==> src/rtl/control_cmd_readregion_pkg.sv <==
// Shared types and frame defaults for the region read command.
// Frame dimensions are checked at elaboration through frame_dims_ok().
package control_cmd_readregion_pkg;

    localparam int unsigned DEFAULT_PIXEL_WIDTH     = 64;
    localparam int unsigned DEFAULT_PIXEL_HEIGHT    = 32;
    localparam int unsigned DEFAULT_BYTES_PER_PIXEL = 2;

    typedef logic [7:0] row_addr_t;
    typedef logic [7:0] col_addr_t;
    typedef logic [7:0] pixel_addr_t;

    typedef enum logic {
        ModeFull   = 1'b0,
        ModeRegion = 1'b1
    } cmd_mode_t;

    typedef struct packed {
        logic [7:0] x0;
        logic [7:0] y0;
        logic [7:0] w;
        logic [7:0] h;
    } region_hdr_t;

    // Addresses are 8 bits wide, so a frame may span at most 256 columns/rows/bytes.
    function automatic bit frame_dims_ok(input int unsigned width, input int unsigned height,
                                         input int unsigned bpp);
        return (width >= 1) && (width <= 256) && (height >= 1) && (height <= 256) &&
               (bpp >= 1) && (bpp <= 256);
    endfunction

endpackage

==> src/rtl/control_cmd_readregion_if.sv <==
// Byte-stream input and frame-RAM write port of the region read command.
interface control_cmd_readregion_if;
    import control_cmd_readregion_pkg::*;

    logic        enable;
    logic [7:0]  data_in;
    logic        mode;
    row_addr_t   row;
    col_addr_t   column;
    pixel_addr_t pixel;
    logic [7:0]  data_out;
    logic        ram_write_enable;
    logic        ram_access_start;
    logic        done;
    logic        error;

    modport master (
        output enable, data_in, mode,
        input  row, column, pixel, data_out, ram_write_enable, ram_access_start, done, error
    );

    modport slave (
        input  enable, data_in, mode,
        output row, column, pixel, data_out, ram_write_enable, ram_access_start, done, error
    );

endinterface

==> src/rtl/control_cmd_readregion_region_addr_gen.sv <==
// Pixel/column/row counters for a rectangular write region; pixel is the fastest index.
// On load the start address is presented in the same cycle, so load and advance may coincide.
module region_addr_gen
    import control_cmd_readregion_pkg::*;
#(
    parameter int unsigned BYTES_PER_PIXEL = DEFAULT_BYTES_PER_PIXEL
) (
    input  logic        clk,
    input  logic        reset,
    input  logic        load,
    input  col_addr_t   start_col,
    input  row_addr_t   start_row,
    input  logic [8:0]  width,
    input  logic [8:0]  height,
    input  logic        advance,
    output pixel_addr_t pixel,
    output col_addr_t   column,
    output row_addr_t   row,
    output logic        last
);

    localparam logic [8:0] PixLast = 9'(BYTES_PER_PIXEL - 1);

    // Nine-bit counters so out-of-frame regions still count w*h*bpp bytes correctly.
    logic [8:0] pix_q, pix_d, col_q, col_d, row_q, row_d;
    logic [8:0] col_first_q, col_first_d, row_first_q, row_first_d;
    logic [8:0] col_last_q, col_last_d, row_last_q, row_last_d;
    logic [8:0] pix_b, col_b, row_b;
    logic       pix_end, col_end, row_end;

    always_comb begin
        col_first_d = load ? {1'b0, start_col} : col_first_q;
        row_first_d = load ? {1'b0, start_row} : row_first_q;
        col_last_d  = load ? {1'b0, start_col} + width - 9'd1 : col_last_q;
        row_last_d  = load ? {1'b0, start_row} + height - 9'd1 : row_last_q;

        pix_b = load ? 9'd0 : pix_q;
        col_b = load ? col_first_d : col_q;
        row_b = load ? row_first_d : row_q;

        pix_end = (pix_b == PixLast);
        col_end = (col_b == col_last_d);
        row_end = (row_b == row_last_d);
        last    = pix_end && col_end && row_end;

        pix_d = pix_b;
        col_d = col_b;
        row_d = row_b;
        if (advance) begin
            if (!pix_end) begin
                pix_d = pix_b + 9'd1;
            end else begin
                pix_d = 9'd0;
                if (!col_end) begin
                    col_d = col_b + 9'd1;
                end else begin
                    col_d = col_first_d;
                    row_d = row_end ? row_first_d : row_b + 9'd1;
                end
            end
        end
    end

    always_ff @(posedge clk or posedge reset) begin
        if (reset) begin
            pix_q       <= '0;
            col_q       <= '0;
            row_q       <= '0;
            col_first_q <= '0;
            row_first_q <= '0;
            col_last_q  <= '0;
            row_last_q  <= '0;
        end else begin
            pix_q       <= pix_d;
            col_q       <= col_d;
            row_q       <= row_d;
            col_first_q <= col_first_d;
            row_first_q <= row_first_d;
            col_last_q  <= col_last_d;
            row_last_q  <= row_last_d;
        end
    end

    assign pixel  = pix_b[7:0];
    assign column = col_b[7:0];
    assign row    = row_b[7:0];

endmodule

==> src/rtl/control_cmd_readregion.sv <==
// Frame or sub-region write command: turns a byte stream into frame-RAM writes.
// FSM and all output registers live here; region_addr_gen supplies the addresses.
module control_cmd_readregion
    import control_cmd_readregion_pkg::*;
#(
    parameter int unsigned PIXEL_WIDTH     = DEFAULT_PIXEL_WIDTH,
    parameter int unsigned PIXEL_HEIGHT    = DEFAULT_PIXEL_HEIGHT,
    parameter int unsigned BYTES_PER_PIXEL = DEFAULT_BYTES_PER_PIXEL
) (
    input logic                     clk,
    input logic                     reset,
    control_cmd_readregion_if.slave bus
);

    if (!frame_dims_ok(PIXEL_WIDTH, PIXEL_HEIGHT, BYTES_PER_PIXEL)) begin : g_dim_check
        $fatal(1, "control_cmd_readregion: frame dimensions out of range");
    end

    typedef enum logic [2:0] {StIdle, StHdr, StPayload, StDrain, StDone} state_t;

    state_t      state_q, state_d;
    region_hdr_t hdr_q, hdr_d;
    logic [1:0]  hdr_idx_q, hdr_idx_d;
    logic        drain_q, drain_d;

    row_addr_t   row_q;
    col_addr_t   col_q;
    pixel_addr_t pix_q;
    logic [7:0]  data_q;
    logic        we_q, toggle_q, done_q, error_q;

    logic        is_full_start, hdr_final, gen_load, gen_advance, wr_fire, gen_last;
    col_addr_t   load_col, gen_col;
    row_addr_t   load_row, gen_row;
    pixel_addr_t gen_pix;
    logic [8:0]  load_w, load_h, hdr_x_end, hdr_y_end;

    // Kept separate from the FSM block so gen_last never feeds back into gen_load.
    assign is_full_start = (state_q == StIdle) && (cmd_mode_t'(bus.mode) == ModeFull);
    assign hdr_final     = (state_q == StHdr) && (hdr_idx_q == 2'd3);
    assign gen_load      = bus.enable && (is_full_start || hdr_final);
    assign gen_advance   = bus.enable &&
                           (is_full_start || state_q == StPayload || state_q == StDrain);
    assign wr_fire       = bus.enable && (is_full_start || state_q == StPayload);

    assign load_col = is_full_start ? '0 : hdr_q.x0;
    assign load_row = is_full_start ? '0 : hdr_q.y0;
    assign load_w   = is_full_start ? 9'(PIXEL_WIDTH) : {1'b0, hdr_q.w};
    assign load_h   = is_full_start ? 9'(PIXEL_HEIGHT) : {1'b0, bus.data_in};

    assign hdr_x_end = {1'b0, hdr_q.x0} + {1'b0, hdr_q.w};
    assign hdr_y_end = {1'b0, hdr_q.y0} + {1'b0, bus.data_in};

    region_addr_gen #(
        .BYTES_PER_PIXEL (BYTES_PER_PIXEL)
    ) u_addr_gen (
        .clk       (clk),
        .reset     (reset),
        .load      (gen_load),
        .start_col (load_col),
        .start_row (load_row),
        .width     (load_w),
        .height    (load_h),
        .advance   (gen_advance),
        .pixel     (gen_pix),
        .column    (gen_col),
        .row       (gen_row),
        .last      (gen_last)
    );

    always_comb begin
        state_d   = state_q;
        hdr_d     = hdr_q;
        hdr_idx_d = hdr_idx_q;
        drain_d   = drain_q;
        unique case (state_q)
            StIdle: begin
                if (bus.enable) begin
                    drain_d = 1'b0;
                    if (cmd_mode_t'(bus.mode) == ModeRegion) begin
                        hdr_d.x0  = bus.data_in;
                        hdr_idx_d = 2'd1;
                        state_d   = StHdr;
                    end else begin
                        state_d = gen_last ? StDone : StPayload;
                    end
                end
            end
            StHdr: begin
                if (bus.enable) begin
                    hdr_idx_d = hdr_idx_q + 2'd1;
                    case (hdr_idx_q)
                        2'd1: hdr_d.y0 = bus.data_in;
                        2'd2: hdr_d.w  = bus.data_in;
                        default: begin
                            hdr_d.h = bus.data_in;
                            if (hdr_q.w == 8'd0 || bus.data_in == 8'd0) begin
                                state_d = StDone;
                            end else if (hdr_x_end > 9'(PIXEL_WIDTH) ||
                                         hdr_y_end > 9'(PIXEL_HEIGHT)) begin
                                drain_d = 1'b1;
                                state_d = StDrain;
                            end else begin
                                state_d = StPayload;
                            end
                        end
                    endcase
                end
            end
            StPayload, StDrain: begin
                if (bus.enable && gen_last) begin
                    state_d = StDone;
                end
            end
            StDone: state_d = StIdle;
            default: state_d = StIdle;
        endcase
    end

    always_ff @(posedge clk or posedge reset) begin
        if (reset) begin
            state_q   <= StIdle;
            hdr_q     <= '0;
            hdr_idx_q <= '0;
            drain_q   <= 1'b0;
            row_q     <= '0;
            col_q     <= '0;
            pix_q     <= '0;
            data_q    <= '0;
            we_q      <= 1'b0;
            toggle_q  <= 1'b0;
            done_q    <= 1'b0;
            error_q   <= 1'b0;
        end else begin
            state_q   <= state_d;
            hdr_q     <= hdr_d;
            hdr_idx_q <= hdr_idx_d;
            drain_q   <= drain_d;
            we_q      <= wr_fire;
            done_q    <= (state_q == StDone);
            error_q   <= (state_q == StDone) && drain_q;
            if (wr_fire) begin
                row_q    <= gen_row;
                col_q    <= gen_col;
                pix_q    <= gen_pix;
                data_q   <= bus.data_in;
                toggle_q <= ~toggle_q;
            end
        end
    end

    assign bus.row              = row_q;
    assign bus.column           = col_q;
    assign bus.pixel            = pix_q;
    assign bus.data_out         = data_q;
    assign bus.ram_write_enable = we_q;
    assign bus.ram_access_start = toggle_q;
    assign bus.done             = done_q;
    assign bus.error            = error_q;

endmodule
==> src/flat_wrapper.sv <==
// flat-port wrapper written by rule: the top's interface ports become plain ports
module control_cmd_readregion_flat import control_cmd_readregion_pkg::*;
#(
    parameter int unsigned PIXEL_WIDTH     = DEFAULT_PIXEL_WIDTH,
    parameter int unsigned PIXEL_HEIGHT    = DEFAULT_PIXEL_HEIGHT,
    parameter int unsigned BYTES_PER_PIXEL = DEFAULT_BYTES_PER_PIXEL
)
  (clk, reset, bus_enable, bus_data_in, bus_mode, bus_row, bus_column, bus_pixel, bus_data_out, bus_ram_write_enable, bus_ram_access_start, bus_done, bus_error);
  control_cmd_readregion_if bus_i ();
  input logic clk;
  input logic reset;
  input wire logic [$bits(bus_i.enable)-1:0] bus_enable;
  input wire logic [$bits(bus_i.data_in)-1:0] bus_data_in;
  input wire logic [$bits(bus_i.mode)-1:0] bus_mode;
  output wire logic [$bits(bus_i.row)-1:0] bus_row;
  output wire logic [$bits(bus_i.column)-1:0] bus_column;
  output wire logic [$bits(bus_i.pixel)-1:0] bus_pixel;
  output wire logic [$bits(bus_i.data_out)-1:0] bus_data_out;
  output wire logic [$bits(bus_i.ram_write_enable)-1:0] bus_ram_write_enable;
  output wire logic [$bits(bus_i.ram_access_start)-1:0] bus_ram_access_start;
  output wire logic [$bits(bus_i.done)-1:0] bus_done;
  output wire logic [$bits(bus_i.error)-1:0] bus_error;
  assign bus_i.enable = bus_enable;
  assign bus_i.data_in = bus_data_in;
  assign bus_i.mode = bus_mode;
  assign bus_row = bus_i.row;
  assign bus_column = bus_i.column;
  assign bus_pixel = bus_i.pixel;
  assign bus_data_out = bus_i.data_out;
  assign bus_ram_write_enable = bus_i.ram_write_enable;
  assign bus_ram_access_start = bus_i.ram_access_start;
  assign bus_done = bus_i.done;
  assign bus_error = bus_i.error;
  control_cmd_readregion #(.PIXEL_WIDTH(PIXEL_WIDTH), .PIXEL_HEIGHT(PIXEL_HEIGHT), .BYTES_PER_PIXEL(BYTES_PER_PIXEL)) u_core (.clk(clk), .reset(reset), .bus(bus_i));
endmodule
==> config.mk <==
export PLATFORM = sky130hd
export DESIGN_NAME = control_cmd_readregion_flat
export DESIGN_NICKNAME = d
export VERILOG_FILES = /design/src/rtl/control_cmd_readregion_pkg.sv /design/src/rtl/control_cmd_readregion_if.sv /design/src/rtl/control_cmd_readregion_region_addr_gen.sv /design/src/rtl/control_cmd_readregion.sv /design/src/flat_wrapper.sv
export SDC_FILE = /design/constraint.sdc
export NUM_CORES = 1
export LEC_CHECK = 0
export CORE_ASPECT_RATIO = 0.5
export CORE_UTILIZATION = 45
export CTS_BUF_LIST = sky130_fd_sc_hd__clkbuf_8
export DETAILED_ROUTE_END_ITERATION = 12
export PLACE_DENSITY_LB_ADDON = 0.1
export SLEW_MARGIN = 25
export SYNTH_ARGS = -nofsm -noshare
export SYNTH_HDL_FRONTEND = slang
export SYNTH_SLANG_ARGS = --single-unit
export TNS_END_PERCENT = 50
==> constraint.sdc <==
create_clock -name clk -period 7.1 [get_ports clk]
set_input_delay 1.42 -clock clk [delete_from_list [all_inputs] [get_ports clk]]
set_output_delay 1.42 -clock clk [all_outputs]
set_load 0.01 [all_outputs]
==> results.ini, run 1 <==
[status]
status = completed

[floorplanning]
dieArea_um2 = 18200
die_x_um = 190
rows = 33
io_pins = 48
start_util_pct = 47.3
design.core.area_um2 = 16800
die_h_um = 96.0

[finish]
fin_cells = 1128
multi_input_area_um2 = 4290
layout.cells.most_common = dfrtp_1
area_growth_pct = 14.1
regArea_um2 = 3230
nFillCells = 1553
final_cell_mix = 129 x dfrtp_1, 128 x nand2_1, 66 x inv_1
drive_gt1_share_pct = 10.1
nets = 957
diodes = 0

[min_path]
min_to = u_core.bus.ram_access_start
hp-start = u_core.bus.ram_access_start
hold_depth = 1
min-delay-path-class = reg -> reg

[drt]
vias_per_cell = 5.70
wl_per_cell_um = 18.5
wirelength_mm = 20.9
drt_iter0_markers = 312
ant_nets = 0
drc_errors = 0
vias = 6432
dr.pass1.iters = 5

[worst_setup_path]
rr_startpoint = u_core.state_q[2]
r2r_cells = 18
crit_path_end_kind = flip-flop
ff2ff_setup_slack_ps = 1740
critPathArrivalTime_ps = 6110
critPathKind = in -> reg
startpoint_type = input pin
rr_endpoint = u_core.u_addr_gen.row_q[5]
path_max_fanout = 20
required_ps = 7430

[synthesis]
synthCells = 852
synth_top_family_by_area = compound AO/OA/AOI/OAI gates
syn-num-nets = 921
ys_ff_latch = 129
synth_compound_area_share_pct = 17.5
synth_edf_count = 0
yosys_most_used_dff = dfrtp_1
synth_mux_area_share_pct = 6.92
ys_async_sr_fraction_pct = 100
syn_area_um2 = 7950
yosysWarnings = 0
synth-seq-area-share_pct = 40.6
yosys.area_share.simple_pct = 16.6
synthAdderAreaFrac_pct = 9.34
synthDistinctLibCells = 66
synth_area_per_cell_um2 = 9.34
synth_xor_area_share_pct = 3.26

[clock_tree]
cts_tree = yes
clockBufferDepth = 2
cts_root_buffer = clkbuf_8
numClockSinks = 129
holdBufCountCts = 0
post-cts-setup-buffers = 0
h-tree-depth = 4
clkTransAtPathRegs_ps = 80
clk_latency_ps = 450
postCtsResizedCells = 0
cts_buffers = 17

[sta]
relSlewSlack_pct = 33.4
final.min_clock_period_ps = 5780
timing.fmax_mhz = 173
rsz0062_at_grt = no
timing.final.hold_violations = 0
setup_viol_count_final = 0
slew_viol_final = 0
whs_ps = 477
tightest_slew_ps = 997
finalCritPeriodShare_pct = 81.5
fin_tns_setup_ps = 0
final.setup_skew_ps = 13.2

[placement]
numPortBuffers = 47
hpwlAfterDp_mm = 14.9
gp_congestion = 0.843
dpl.cell_count = 1096

[run]
maxCapViolCount = 0

[power_and_ir_drop]
p_leak_nw = 4.26
p_per_area_nw_per_um2 = 489
ir_worst_vdd_mv = 0.193
finalPower_mw = 4.44

[global_routing]
grt_max_degree = 94
grt_pass1_wl_mm = 33.6
track_usage_pct = 24.5
grt_pass1_vias = 6172
gr-total-overflow = 0
antenna_found_initial = 1

area by class of cell:
type | instances | area share, %
multi-input combinational | 615 | 47.2
sequential | 129 | 35.6
timing repair buffer | 60 | 6.26
tap | 227 | 3.13
inverter | 65 | 2.74
clock buffer | 18 | 2.73
clock inverter | 14 | 2.33
how the worst max path moves through the flow:
stage | startpoint | to | slack (ps) | cells past startpoint
floorplan | bus_mode | u_core.u_addr_gen.row_q[2] | 2000 | 18
global placement | bus_mode | u_core.u_addr_gen.row_q[5] | 960 | 17
detailed placement | bus_mode | u_core.u_addr_gen.row_q[8] | 880 | 17
CTS | bus_mode | u_core.u_addr_gen.row_q[8] | 1330 | 17
global route | bus_mode | u_core.u_addr_gen.row_q[8] | 1040 | 17
finish | bus_mode | u_core.u_addr_gen.row_q[5] | 1320 | 17
synth_stat cells (all sizes together), types with 16 or more instances:
cell type  instances  share of area (%)
a21o              16                1.5
nor2              22                1.1
buf               25                1.9
nand3             23                1.4
clkbuf            18               0.85
mux2              32                4.5
o21ai             56                3.6
nand2            128                6.0
a21oi             37                2.3
ha                53                8.3
inv               65                3.1
mux2i             19                2.4
dfrtp            129                 41
nor3              17                1.1
report_power, final:
part           internal, mW  total, mW  switching, mW  leakage (nW)
sequential             1.01       1.28          0.266          1.65
clock                 0.427      0.746          0.319         0.228
combinational          1.07       2.42           1.34          2.38
total                  2.51       4.44           1.93          4.26
worst max-delay path: stages:
cell	delay, ps
clkdlybuf4s50_1	590
nand2b_1	580
nand2_1	130
ha_1	300
inv_1	40
ha_1	210
fa_1	410
a211o_1	350
and3_1	170
nor3_1	310
mux2i_1	240
o2111ai_1	190
nor4_4	310
and2_1	410
buf_4	240
or2_2	120
o211ai_1	90
per-layer routing:
layer  vias up  wire length, um  global-route usage (%)
met5         -                0                       0
met4         0              176                    5.78
met3        19             1430                    5.80
met2       174             8190                    34.3
met1      3142            11100                    37.5
li1       3097                -                       -
sequential cells by signal, summed over array words and instances (netlist names), 9 cells and up:
signal and count:
u_core.hdr_q 24, u_core.u_addr_gen.col_first_q 9, u_core.u_addr_gen.col_last_q 9, u_core.u_addr_gen.col_q 9, u_core.u_addr_gen.pix_q 9, u_core.u_addr_gen.row_first_q 9
u_core.u_addr_gen.row_last_q 9, u_core.u_addr_gen.row_q 9
stage by stage:
step | utilization [%] | setup WS [ps] | cell area [um2]
after global placement | 51.2 | 958 | 8610
after global routing | 54.0 | 1040 | 9080
after floorplan | - | 2000 | 7950
after detailed placement | 51.3 | 878 | 8620
final | 54.0 | 1320 | 9080
after CTS | 54.0 | 1330 | 9080
cells by family after synthesis:
family / after synthesis
and+or+nand+nor: 272
adders and majority gates: 57
muxes: 51
buffers and inverters: 108
xor gates and xnor gates: 28
DFF: 129
AOI/OAI and AO/OA: 207
(Power assumes the default switching activity.)
==> run 2, diff against run 1 <==
clock period = 5.12 ns   (was 7.1 ns; I/O delays follow)
==> results.ini, run 2 (synthesis gave the netlist of run 1 again) <==
[finish]
nets = 993
area_growth_pct = 17.3
final_cell_mix = 129 x dfrtp_1, 128 x nand2_1, 64 x inv_1
fin_util_pct = 55.5
layout.cells.most_common = dfrtp_1
diodes = 0
top_register = u_core.hdr_q
largest_reg_flops = 24
fin_cells = 1164
drive_gt1_share_pct = 13.9
stdcell_area_um2 = 9330

[sta]
final.setup_skew_ps = 14.5
worst_slack_ps = 312
whs_ps = 477
finalCritPeriodShare_pct = 93.9
relSlewSlack_pct = 42.7
tightest_slew_ps = 859
slew_viol_final = 0
timing.fmax_mhz = 208
rsz0062_at_grt = no
timing.final.hold_violations = 0
setup_viol_count_final = 0
final.min_clock_period_ps = 4810
fin_tns_setup_ps = 0

[clock_tree]
holdBufCountCts = 0
numClockSinks = 129
cts_tree = yes
cts_root_buffer = clkbuf_8
cts_buffers = 17
clk_latency_ps = 470
h-tree-depth = 4
clockBufferDepth = 2
clkTransAtPathRegs_ps = 90

[placement]
dpl.cell_count = 1131
hpwlAfterDp_mm = 15.3
numPortBuffers = 47
place_ws_ps = -183
gp_congestion = 0.848
placed_area_um2 = 8910

[drt]
highest_layer = met4
drc_errors = 0
wirelength_mm = 20.8
vias = 6526
wl_met3_mm = 1.31
ant_nets = 0
vias_per_cell = 5.61
wl_met1_mm = 11.1
drt_iter0_markers = 457
wl_per_cell_um = 17.8
dr.pass1.iters = 5
dr_wl_met2_mm = 8.13

[worst_setup_path]
critPathKind = in -> reg
rr_startpoint = u_core.state_q[2]
cp-startpoint = bus_mode
critPathArrivalTime_ps = 5160
required_ps = 5470
startpoint_type = input pin
path_max_fanout = 9
crit_path_end_kind = flip-flop

[status]
status = completed

[power_and_ir_drop]
p_leak_nw = 4.41
finalPower_mw = 6.21
ir_worst_vdd_mv = 0.320
p_per_area_nw_per_um2 = 665

[run]
maxCapViolCount = 0

[floorplanning]
io_pins = 48
start_util_pct = 47.3
design.core.area_um2 = 16800
die_x_um = 190
dieArea_um2 = 18200
die_h_um = 96.0
rows = 33

[global_routing]
grt_pass1_vias = 6191
gr-total-overflow = 0
grt_max_degree = 78
track_usage_pct = 24.7
antenna_found_initial = 2
grt_pass1_wl_mm = 34.0

[min_path]
min-delay-path-class = reg -> reg
hp-start = u_core.bus.ram_access_start

==> run 2: cell count changes in the layout (fill, tap and decap cells not counted), sizes merged <==
cell	before	now
bufinv	5	2
clkinvlp	3	4
inv	69	70
clkinv	2	3
buf	13	49
==> run 2: path summary, 6_finish.rpt <==
| check | cells past startpoint | slack [ps] | endpoint |
|---|---|---|---|
| min in group asynchronous | 2 | 1040 | u_core.bus.column[3] |
| worst max-delay path | 19 | 310 | u_core.state_q[2] |
| worst min-delay path | 1 | 480 | u_core.bus.ram_access_start |
| worst max register to register | 20 | 790 | u_core.u_addr_gen.row_q[2] |
| max in group asynchronous | 3 | 3170 | u_core.hdr_q[16] |
| worst min register to register | 1 | 480 | u_core.bus.ram_access_start |
==> run 2: area by class of cell <==
cell class / instances / area, um2
clock buffers: 18 / 248
clock inverters: 14 / 155
fillers: 1537 / 7480
inverters: 65 / 249
multi-input cells: 615 / 4280
flip-flops and latches: 129 / 3230
well taps: 227 / 284
repair buffers: 96 / 880
==> run 2: what timing repair did <==
action / 4_1_cts / 5_1_grt
hold endpoints to repair: 0 / 0
resized for setup: 0 / 2
setup buffers: 0 / 1
endpoints found under the setup margin: 0 / 2
==> run 2: layer usage <==
layer	global-route usage, %	vias to the layer above
li1	-	3164
met1	39.1	3167
met2	33.7	179
met3	4.05	16
met4	7.33	0
met5	0	-
==> run 2: critical path: stages <==
cell	delay (ps)
clkdlybuf4s50_1	480
nand2b_1	160
buf_4	180
nand2_1	60
ha_1	280
inv_1	40
ha_1	220
fa_1	400
a211o_1	340
and3_1	170
nor3_1	190
buf_4	150
mux2i_1	190
o2111ai_1	190
nor4_4	270
buf_4	180
buf_4	130
o2111ai_1	120
a2111oi_2	360
==> run 2: report_power, final <==
part	switching (mW)	internal [mW]
logic	1.91	1.63
registers	0.336	1.40
clock network	0.480	0.453
